[src/rtl/serial_subtractor_pkg.sv]
// Shared types and sizing helpers for the bit-serial subtractor.
package serial_subtractor_pkg;

  typedef enum logic [1:0] {
    IDLE  = 2'd0,
    SHIFT = 2'd1,
    DONE  = 2'd2
  } state_t;

  function automatic int cnt_width(input int width);
    return $clog2(width + 1);
  endfunction

endpackage

[src/rtl/serial_subtractor_full_subtractor.sv]
// One-bit full subtractor: difference and borrow-out of a - b - bin.
module full_subtractor (
  input  logic a,
  input  logic b,
  input  logic bin,
  output logic d,
  output logic bout
);

  assign d    = a ^ b ^ bin;
  assign bout = (~a & b) | (~(a ^ b) & bin);

endmodule

[src/rtl/serial_subtractor.sv]
// Bit-serial A - B, LSB first, with ready/valid on operands and result.
//
// state | meaning
// IDLE  | waiting for operands, in_ready high
// SHIFT | one difference bit per clock through the shared cell
// DONE  | result presented, held until out_ready
module serial_subtractor
  import serial_subtractor_pkg::*;
#(
  parameter int WIDTH = 8
) (
  input  logic             clk,
  input  logic             rst_n,
  input  logic             in_valid,
  output logic             in_ready,
  input  logic [WIDTH-1:0] a,
  input  logic [WIDTH-1:0] b,
  output logic             out_valid,
  input  logic             out_ready,
  output logic [WIDTH-1:0] diff,
  output logic             borrow,
  output logic             ovf
);

  localparam int CW = cnt_width(WIDTH);
  localparam logic [CW-1:0] LAST = CW'(WIDTH - 1);

  state_t state, state_nx;

  logic [WIDTH-1:0] a_sh, b_sh;
  logic [WIDTH-2:0] result_lo;
  logic [WIDTH-1:0] result_nx;
  logic [CW-1:0]    cnt;
  logic             borrow_q;
  logic             a_msb, b_msb;
  logic             d_bit, bo_bit;

  full_subtractor u_fs (
    .a    (a_sh[0]),
    .b    (b_sh[0]),
    .bin  (borrow_q),
    .d    (d_bit),
    .bout (bo_bit)
  );

  // Result register holds the low WIDTH-1 bits; the new bit enters at the MSB.
  assign result_nx = {d_bit, result_lo};

  always_ff @(posedge clk) begin
    if (!rst_n) state <= IDLE;
    else        state <= state_nx;
  end

  always_comb begin
    state_nx = state;
    case (state)
      IDLE:    if (in_valid) state_nx = SHIFT;
      SHIFT:   if (cnt == LAST) state_nx = DONE;
      DONE:    if (out_ready) state_nx = IDLE;
      default: state_nx = IDLE;
    endcase
  end

  assign in_ready  = (state == IDLE);
  assign out_valid = (state == DONE);

  always_ff @(posedge clk) begin
    if (!rst_n) begin
      a_sh      <= '0;
      b_sh      <= '0;
      result_lo <= '0;
      cnt       <= '0;
      borrow_q  <= 1'b0;
      a_msb     <= 1'b0;
      b_msb     <= 1'b0;
      diff      <= '0;
      borrow    <= 1'b0;
      ovf       <= 1'b0;
    end else begin
      case (state)
        IDLE: begin
          if (in_valid) begin
            a_sh      <= a;
            b_sh      <= b;
            result_lo <= '0;
            cnt       <= '0;
            borrow_q  <= 1'b0;
            a_msb     <= a[WIDTH-1];
            b_msb     <= b[WIDTH-1];
          end
        end
        SHIFT: begin
          a_sh      <= a_sh >> 1;
          b_sh      <= b_sh >> 1;
          result_lo <= result_nx[WIDTH-1:1];
          borrow_q  <= bo_bit;
          cnt       <= cnt + CW'(1);
          // Output registers load only on the final bit so they keep the last result afterwards.
          if (cnt == LAST) begin
            diff   <= result_nx;
            borrow <= bo_bit;
            ovf    <= (a_msb ^ b_msb) & (d_bit ^ a_msb);
          end
        end
        default: ;
      endcase
    end
  end

endmodule

[config.mk]
export PLATFORM = sky130hd
export DESIGN_NAME = serial_subtractor
export DESIGN_NICKNAME = d
export VERILOG_FILES = /design/src/rtl/serial_subtractor_pkg.sv /design/src/rtl/serial_subtractor_full_subtractor.sv /design/src/rtl/serial_subtractor.sv
export SDC_FILE = /design/constraint.sdc
export NUM_CORES = 1
export LEC_CHECK = 0
export BUFFER_PORTS_ARGS = -buffer_cell sky130_fd_sc_hd__buf_2
export CORE_MARGIN = 5
export CORE_UTILIZATION = 55
export CTS_CLUSTER_SIZE = 25
export DETAILED_ROUTE_END_ITERATION = 12
export PLACE_DENSITY = 0.78
export SYNTH_ARGS = -nofsm -noshare
export SYNTH_HDL_FRONTEND = slang
export SYNTH_SLANG_ARGS = --single-unit
[constraint.sdc]
create_clock -name clk -period 1.9 [get_ports clk]
set_input_delay 0.38 -clock clk [delete_from_list [all_inputs] [get_ports clk]]
set_output_delay 0.38 -clock clk [all_outputs]
set_load 0.02 [all_outputs]
==> impl_results.md <==
- Initial DRC Count: 84
- Worst path top cell family by delay: flip-flops
- Avg Inst Size Synth: 8.89 um2
- H-tree depth: 2
- VDD IR max: 0.000432 V
- Vias in the first global route: 1527
- Worst hold slack: 0.283 ns
- CTS clk-pin slew, worst paths: 0.11 ns
- Final Instance Area: 0.00206 mm2
- Hold Path Stages: 3
- Ys async rst share: 0
- CTS root buffer: clkbuf_4
- RSZ-0062 raised after global routing: false
- Top cells by count, synth: dfxtp_1, a21oi_1, o21ai_0, nor2_1, o221ai_1
- Clk buf depth: 2
- Initial Utilization: 0.564
- NetSw: 0.411 mW
- Crit end category: output pin
- Total CTS buffers: 5
- Setup CP Type: reg2out
- Total GRT Usage: 0.195
- Syn Inst Count: 210
- IO Count: 32
- Chip width: 68.3 um
- Setup TNS: 0 ns
- Via count: 1649
- Worst path cell trace: inv_1, nor2_1, buf_2
- Fillers: 336
- Sequential area share after synthesis: 0.450
- Antenna diodes: 0
- FMAX: 626 MHz
- Largest cells by area after synthesis: dfxtp_1, a21oi_1, o221ai_1
- Hold wc startpoint: a[7]
- Remaining DRCs: 0
- Max-Cap Viols: 0
- Final hold viol count: 0
- Clk_lat worst skew: 0.34 ns
- Layout Skew: 0.00773 ns
- Crit path arrival time: 1.22 ns
- Grt total ovfl: 0
- R2R setup slack: 0.36 ns
- Min Clock Period, post-route: 1.60 ns
- Required @ worst endpoint: 1.52 ns
- Worst hold path type: in2reg
- WP buf/inv: 2
- Largest stage delay, worst path: 0.53 ns
- DR pass1 iterations: 4
- P_leak: 0.792 nW
- Worst Max-Slew Pin Slew: 0.575 ns
- Crit start category: flip-flop
- Status: finished clean
- Final wirelength: 4080 um
- Area grow syn2layout: 10.2%
- RR Startpoint: borrow_q
- Final Net Count: 256
- Number of cells on the worst reg-to-reg path: 5
- DP Area: 0.00201 mm2
- P_int: 1.13 mW
- Clk pwr share: 0.263
- Max-Slew Margin vs Limit: 0.616
- Share of the synthesized area in the top cell type: 0.450
- Dpl hpwl: 2750 um
- Synth Cell Area: 0.00187 mm2
- CTS tree: built
- Max-slew violations: 0
- Yosys warns: 0
- Final setup fails: 0
- Share of layout cells above drive strength 1: 0.235
- Top_reg_cell synth: dfxtp_1
- Antenna Nets Post-Route: 0
- # rows: 21
- Most frequent cell after synthesis: dfxtp_1
- Worst Path Max Fanout: 9
- Post-synth EDFFs: 0
- Largest net degree at the start of global routing: 30
- Yosys top cell by area: dfxtp_1
- Die area: 0.00466 mm2
- Die Height: 68.3 um
- Port Buffer Count: 31
- RePlAce Congestion: 0.730
- Seq cells post-synth: 42
- Vias per std cell: 5.89
- Worst Hold End: a_msb
- Post-CTS resize count: 0
- Crit share post-route: 0.841
- Syn nets: 232
- Post-CTS Hold Buffers: 0
- Sequential fraction of design power: 0.615
- Wirelength per Cell: 14.6 um
- Switching share of power: 0.266
- Combinational group share of total power: 0.122
- # clock sinks: 42
- Post-CTS Setup Inserts: 0
- FF-to-FF End: ovf
- First-pass GRT wire length: 6940 um
- Synth unique cells: 36
- Slowest cell on crit path: dfxtp_1
- Power Dens Cells: 751 mW/mm2
- Core Area: 0.00331 mm2
- Initial antenna violation count: 0
==> metrics by stage <==
| step | instances | total power, mW | setup WS [ns] | util |
|---|---|---|---|---|
| after floorplan | 210 | 1.11 | 0.498 | - |
| after global placement | 273 | 1.15 | 0.402 | 0.607 |
| after detailed placement | 273 | 1.16 | 0.387 | 0.607 |
| after CTS | 280 | 1.56 | 0.282 | 0.621 |
| after global routing | 280 | 1.64 | 0.175 | 0.621 |
| final | 280 | 1.55 | 0.303 | 0.621 |
==> cell usage in the layout (no fill, tap or decap), types with 2 or more instances in the layout <==
master	count
nand2_1	4
a211oi_1	3
a21oi_1	28
nand3_1	10
o21ai_0	21
and3b_1	2
buf_2	31
o22ai_1	6
clkbuf_4	5
nor3b_1	2
a22oi_1	8
a32o_1	2
clkinv_2	2
nor2b_1	2
nor2_1	15
buf_4	6
or3b_2	9
o221ai_1	14
dfxtp_1	42
inv_1	8
==> layout make-up <==
type                       count  area [um2]  share of cell area
multi-input combinational    139         877               0.426
sequential                    42         841               0.409
timing repair buffer          37         200              0.0973
tap                           46        57.6              0.0280
clock buffer                   5        37.5              0.0182
inverter                       9        33.8              0.0164
clock inverter                 2        10.0             0.00487
==> state kept, by name, indices dropped and copies added, names as in the netlist <==
register / cells
a_msb: 1
a_sh: 8
b_msb: 1
b_sh: 8
borrow: 1
borrow_q: 1
cnt: 4
diff: 8
ovf: 1
result_lo: 7
state: 2
==> cell families after synthesis <==
kind of cell | synth area share
compound gates | 0.290
fa+ha+maj | 0.0174
buf+inv | 0.0797
flops | 0.450
mux | 0.00536
simple gates | 0.157
==> how the worst max path moves through the flow <==
stage	startpoint	endpoint	cells after the start
after floorplan	borrow_q	ovf	5
after global placement	in_valid	b_sh[0]	4
after detailed placement	borrow_q	ovf	5
after CTS	state[1]	out_valid	3
after global routing	state[1]	out_valid	3
final	state[1]	out_valid	3
==> per-layer routing <==
layer / vias up / share of wire / track usage
li1: 821 / - / -
met1: 792 / 0.48 / 0.256
met2: 31 / 0.47 / 0.314
met3: 5 / 0.039 / 0.0443
met4: 0 / 0.0093 / 0.0670
met5: - / 0 / 0
==> power by group through the flow <==
| stage | registers, mW | logic [mW] | clock network, mW |
|---|---|---|---|
| 6_report | 0.950 | 0.188 | 0.407 |
| 5_1_grt | 0.956 | 0.213 | 0.472 |
| 4_1_cts | 0.950 | 0.188 | 0.421 |
| 3_5_place_dp | 0.969 | 0.188 | 0 |
| 3_3_place_gp | 0.969 | 0.184 | 0 |
| 2_1_floorplan | 0.961 | 0.146 | 0 |
==> worst reg2reg max path: cells and delay by family, from the launching register on <==
kind	cells	cell delay (ns)
AOI/OAI and AO/OA	2	0.26
and+or+nand+nor	1	0.18
DFF	1	0.36
buffers and inverters	1	0.06
adders and majority gates	1	0.60
(Power assumes the default switching activity.)
